<file path="src/rtl/traffic_gen.sv">
// Burst/gap packet traffic generator feeding a FIFO, with a one-shot
// magic-packet tag for downstream scoreboarding.
module traffic_gen #(
    parameter int WIDTH = 8,
    parameter int LENW  = 4,
    parameter int CNTW  = 16,
    parameter int SEED  = 0
) (
    input  logic            clk,
    input  logic            rst,
    input  logic            enable,
    input  logic [LENW-1:0] burst_len,
    input  logic [LENW-1:0] gap_len,
    input  logic [CNTW-1:0] magic_idx,
    input  logic            full,
    output logic            push,
    output logic            start,
    output logic [WIDTH-1:0] data_out,
    output logic [CNTW-1:0] pkt_cnt,
    output logic            magic_sent
);

    typedef enum logic [1:0] {
        IDLE,
        BURST,
        GAP
    } state_t;

    state_t r_state;
    state_t w_state_nxt;

    logic [LENW-1:0]  r_blen;
    logic [LENW-1:0]  r_glen;
    logic [LENW-1:0]  r_bcnt;
    logic [LENW-1:0]  r_gcnt;
    logic [WIDTH-1:0] r_seq;
    logic [CNTW-1:0]  r_cnt;
    logic             r_sent;

    logic [LENW-1:0]  w_bcnt_nxt;
    logic [LENW-1:0]  w_gcnt_nxt;
    logic [LENW-1:0]  w_blen_m1;
    logic             w_latch;
    logic             w_push;
    logic             w_start;

    // A zero burst length behaves as a single-push burst.
    assign w_blen_m1 = (r_blen == '0) ? '0 : r_blen - LENW'(1);

    // Reset gating keeps push low while rst is held, even mid-burst.
    assign w_push  = (r_state == BURST) & enable & ~full & ~rst;
    assign w_start = w_push & (r_cnt == magic_idx) & ~r_sent;

    assign push       = w_push;
    assign start      = w_start;
    assign data_out   = r_seq;
    assign pkt_cnt    = r_cnt;
    assign magic_sent = r_sent;

    always_comb begin
        w_state_nxt = r_state;
        w_bcnt_nxt  = r_bcnt;
        w_gcnt_nxt  = r_gcnt;
        w_latch     = 1'b0;
        unique case (r_state)
            IDLE: begin
                if (enable) begin
                    w_state_nxt = BURST;
                    w_latch     = 1'b1;
                    w_bcnt_nxt  = '0;
                    w_gcnt_nxt  = '0;
                end
            end
            BURST: begin
                if (!enable) begin
                    w_state_nxt = IDLE;
                end else if (w_push) begin
                    if (r_bcnt == w_blen_m1) begin
                        w_bcnt_nxt = '0;
                        if (r_glen != '0) begin
                            w_state_nxt = GAP;
                            w_gcnt_nxt  = '0;
                        end
                    end else begin
                        w_bcnt_nxt = r_bcnt + LENW'(1);
                    end
                end
            end
            GAP: begin
                if (!enable) begin
                    w_state_nxt = IDLE;
                end else if (r_gcnt == r_glen - LENW'(1)) begin
                    w_state_nxt = BURST;
                    w_bcnt_nxt  = '0;
                end else begin
                    w_gcnt_nxt = r_gcnt + LENW'(1);
                end
            end
            default: begin
                w_state_nxt = IDLE;
            end
        endcase
    end

    always_ff @(posedge clk) begin
        if (rst) begin
            r_state <= IDLE;
            r_blen  <= '0;
            r_glen  <= '0;
            r_bcnt  <= '0;
            r_gcnt  <= '0;
            r_seq   <= WIDTH'(SEED);
            r_cnt   <= '0;
            r_sent  <= 1'b0;
        end else begin
            r_state <= w_state_nxt;
            r_bcnt  <= w_bcnt_nxt;
            r_gcnt  <= w_gcnt_nxt;
            if (w_latch) begin
                r_blen <= burst_len;
                r_glen <= gap_len;
            end
            if (w_push) begin
                r_seq <= r_seq + WIDTH'(1);
                r_cnt <= r_cnt + CNTW'(1);
            end
            if (w_start) begin
                r_sent <= 1'b1;
            end
        end
    end

endmodule

</file>
<file path="config.mk">
export PLATFORM = sky130hd
export DESIGN_NAME = traffic_gen
export DESIGN_NICKNAME = d
export VERILOG_FILES = /design/src/rtl/traffic_gen.sv
export SDC_FILE = /design/constraint.sdc
export NUM_CORES = 1
export LEC_CHECK = 0
export CAP_MARGIN = 20
export CORE_MARGIN = 5
export CORE_UTILIZATION = 33
export CTS_CLUSTER_SIZE = 40
export DETAILED_ROUTE_END_ITERATION = 10
export PLACE_DENSITY_LB_ADDON = 0.2
export RECOVER_POWER = 100
export SKIP_CTS_REPAIR_TIMING = 1
export SLEW_MARGIN = 20
export SYNTH_ARGS = -nofsm -noshare
export SYNTH_HDL_FRONTEND = slang
export SYNTH_SLANG_ARGS = --single-unit
</file>
<file path="constraint.sdc">
create_clock -name clk -period 2.6 [get_ports clk]
set_clock_uncertainty 0.05 [all_clocks]
set_input_delay 0.52 -clock clk [delete_from_list [all_inputs] [get_ports clk]]
set_output_delay 0.52 -clock clk [all_outputs]
set_load 0.02 [all_outputs]
</file>
==> qor.csv, run 1 <==
stage;metric;value;unit
sta;final_max_slew_viol_count;0;
logic_synthesis;synth_area_leaders;dfxtp_1, xor2_1, nor2_1, o21ai_0, nand2_1;
layout;post-route-util;0.472;
layout;n_fill_cell;677;
detailed_routing;final_antenna_net_count;0;
min_path;whs_endpoint;data_out[1]$_SDFFE_PP0P_;
placed_design;port_buffers;54;
sta;worstMarginPinSlew;0.476;ns
sta;holdWs;0.454;ns
critical_path;endpoint_kind;primary output;
sta;layout_min_cycle_time;2.62;ns
die;fp-row-count;30;
critical_path;reg2reg_from;r_glen[0]$_SDFFE_PP0P_;
detailed_routing;drt-wirelength-per-cell;12.6;um
clocking;cts_buffers;5;
power_and_ir_drop;power;0.00125;W
logic_synthesis;synth_area;2310;um^2
critical_path;crit_arrival;2.05;ns
critical_path;r2r_slack;0.51;ns
die;start_util;0.340;
grt;grtUsageTotal;0.129;
critical_path;path_cells;clkdlybuf4s50_1 -> xor2_1 -> nor4_2 -> nand2_1 -> nor4_4 -> buf_4;
grt;grt_pass1_wl;9.09;mm
power_and_ir_drop;irDropWorstVdd;0.228;mV
layout;n_antenna_cell;0;
grt;grt.busiest_layer;met2;
logic_synthesis;synth_edf_count;0;
clocking;root_buffer;clkbuf_8;
die;die_h;93.7;um
layout;ff_latch_area;861;um^2
critical_path;crit_buf_inv;2;
critical_path;rr_endpoint;r_gcnt[0]$_SDFFE_PP0P_;
logic_synthesis;syn_nets;311;
logic_synthesis;async_flop_share;0;
sta;finalSetupViolCount;1;
detailed_routing;dr.pass1.iters;4;
grt;gr-usage-met3;0.0313;
sta;hold_violations;0;
layout;syn_to_final_growth;38.8;%
sta;relSlewSlack;0.683;
detailed_routing;vias_per_cell;4.73;
layout;layout.nets;383;
clocking;cts_buffer_depth;2;
critical_path;crit_path_start_kind;input pin;
logic_synthesis;ys.flop_type;dfxtp_1;
power_and_ir_drop;power.density;389;nW/um^2
logic_synthesis;postSynthAreaPerCell;8.31;um^2
clocking;cts_tree;yes;
layout;final_cell_count_no_fill;447;
min_path;hold_depth;2;
sta;rsz0062_at_grt;true;
layout;multiInputGateArea;1430;um^2
logic_synthesis;synth_top_area_frac;0.373;
critical_path;slowest_delay;0.41;ns
sta;period_share;1.01;
logic_synthesis;ys_seq_area_frac;0.373;
die;dieArea;8770;um^2
clocking;cts.sinks;43;
grt;grt_max_degree;46;
layout;layout-drive-gt1-share;0.0997;
critical_path;cp_top_family;simple AND/OR/NAND/NOR gates;
min_path;min_from;data_out[1]$_SDFFE_PP0P_;
logic_synthesis;synth_top_area_cell;dfxtp_1;
placed_design;dp_hpwl;4.24;mm
clocking;htree_levels;2;
detailed_routing;drt_iter0_drc;25;
grt;overflow;0;
sta;max_freq;0.382;GHz
detailed_routing;num_vias;2116;
sta;setup_ws;-0.0181;ns
detailed_routing;drc;0;
run_status;violations;negative setup slack;
min_path;hold_class;flip-flop to flip-flop;
flow_run;max_cap_viol_count;0;
critical_path;crit_type;input pin to primary output;
clocking;clk_latency;0.29;ns
critical_path;reg2reg_depth;8;
grt;globalRouteMet1Util;0.164;
grt;grt_pass1_vias;1958;
placed_design;dp_cells;439;
die;ios;55;
logic_synthesis;synthCells;278;
die;dieWidth;93.7;um
run_status;status;complete, but fails checks;
power_and_ir_drop;power_leakage;1.29;nW
placed_design;place_congestion;0.779;
logic_synthesis;yosys_warnings;0;
die;core_area;6790;um^2
detailed_routing;wl;5.63;mm
logic_synthesis;ys_seq_elements;43;
clocking;clkTransAtPathRegs;0.07;ns
grt;grtUsageMet2;0.218;
critical_path;required;2.03;ns
grt;antenna_found_initial;0;
critical_path;crit_fanout;2;
logic_synthesis;synth.distinct_cells;40;
critical_path;cp_slowest_cell;clkdlybuf4s50_1;
## cell type report
class                           count  share of cell area
Clock buffer                        7              0.0238
Clock inverter                      1             0.00156
Inverter                            3             0.00351
Multi-Input combinational cell    221               0.447
Sequential cell                    43               0.269
Tap cell                           96              0.0375
Timing Repair Buffer               76               0.218
## cell usage in the layout (no fill, tap or decap), types with 2 or more instances in the layout
| master | n |
|---|---|
| a32o_1 | 2 |
| nand3_1 | 11 |
| nand2b_1 | 12 |
| nor2_1 | 33 |
| and4_1 | 2 |
| o31ai_1 | 2 |
| or3_1 | 6 |
| o21ai_0 | 18 |
| nor3_1 | 4 |
| nand2_1 | 23 |
| xor2_1 | 31 |
| nand3b_1 | 3 |
| clkbuf_8 | 5 |
| dlygate4sd3_1 | 10 |
| buf_4 | 21 |
| nor2b_1 | 7 |
| clkbuf_1 | 4 |
| nor4_1 | 2 |
| o21a_1 | 2 |
| and3_1 | 5 |
| a21oi_1 | 17 |
| clkdlybuf4s50_1 | 42 |
| inv_1 | 3 |
| dfxtp_1 | 43 |
| nor4b_1 | 3 |
| xnor2_1 | 9 |
| nand4_1 | 5 |
| ha_1 | 5 |
## sequential cells by signal, indices dropped and copies added, names as in the netlist
| register | flops |
|---|---|
| r_bcnt | 4 |
| r_blen | 4 |
| data_out | 8 |
| r_glen | 4 |
| r_gcnt | 4 |
| pkt_cnt | 16 |
| magic_sent | 1 |
| r_state | 2 |
## cells by family (layout without fill, tap and decap cells)
| family | count (synthesis) | after routing | share of synthesized area |
|---|---|---|---|
| muxes | 1 | 1 | 0.00488 |
| and+or+nand+nor | 126 | 126 | 0.286 |
| AOI/OAI and AO/OA | 48 | 48 | 0.124 |
| DFF | 43 | 43 | 0.373 |
| buffers and inverters | 14 | 87 | 0.0233 |
| adders and majority gates | 5 | 5 | 0.0271 |
| xor gates and xnor gates | 41 | 41 | 0.162 |
## stage by stage
step | cell area [um^2] | setup slack [ns] | setup TNS, ns
final | 3210 | -0.0181 | -0.0181
after global routing | 3210 | -0.126 | -0.126
after CTS | 3190 | -0.605 | -0.840
after floorplan | 2320 | 0.181 | 0
after detailed placement | 3100 | -0.595 | -1.85
after global placement | 3100 | -0.533 | -1.85
## Yosys cell counts (all sizes together), types with 2 or more instances
cell type   n
a21oi      17
nor4        4
o21a        2
xor2       31
nand2b     12
nor3        6
nand2      23
o31ai       3
nor4b       4
a32o        2
o21ai      18
nand3b      3
dfxtp      43
ha          5
and4        2
nor2b       7
nand3      11
or3         6
nand4       5
and3        5
clkbuf     10
nor2       33
inv         3
xnor2       9
## worst min-delay path, stage by stage (launching register included)
cell and delay (ns):
dfxtp_1 0.33, nand2b_1 0.07, o21ai_0 0.06
## routing by layer
metal	wire length, um	part of all wire	vias up
met4	47	0.0084	0
met5	0	0	-
met2	2590	0.46	46
li1	-	-	1107
met3	286	0.051	4
met1	2700	0.48	959
## worst max path at each step
stage | startpoint | to | slack, ns | cells past startpoint
after floorplan | rst | start | 0.18 | 5
after global placement | magic_idx[15] | start | -0.53 | 6
after detailed placement | magic_idx[7] | start | -0.59 | 6
after CTS | magic_idx[7] | start | -0.60 | 6
after global routing | magic_idx[15] | start | -0.13 | 6
final | magic_idx[15] | start | -0.02 | 6
## power by group
group          internal, W  leakage [nW]  switching (W)
sequential        0.000668         0.348      0.0000123
clock             0.000189        0.0422       0.000220
combinational    0.0000856         0.896      0.0000736
total             0.000942          1.29       0.000306
No activity file was read; power rests on OpenSTA's default activity.
==> inputs of run 2 (changes only) <==
--- a/config.mk
+++ b/config.mk
@@ -17,3 +17,4 @@
 export SYNTH_ARGS = -nofsm -noshare
 export SYNTH_HDL_FRONTEND = slang
 export SYNTH_SLANG_ARGS = --single-unit
+export TNS_END_PERCENT = 100
==> results of run 2 <==
Final layout, timing and power as in run 1 (identical DEF).
==> inputs of run 3 (changes only) <==
--- a/config.mk
+++ b/config.mk
@@ -13,7 +13,6 @@
 export PLACE_DENSITY_LB_ADDON = 0.2
 export RECOVER_POWER = 100
 export SKIP_CTS_REPAIR_TIMING = 1
-export SLEW_MARGIN = 20
 export SYNTH_ARGS = -nofsm -noshare
 export SYNTH_HDL_FRONTEND = slang
 export SYNTH_SLANG_ARGS = --single-unit
==> results of run 3 <==
Final layout, timing and power as in run 1 (identical DEF).
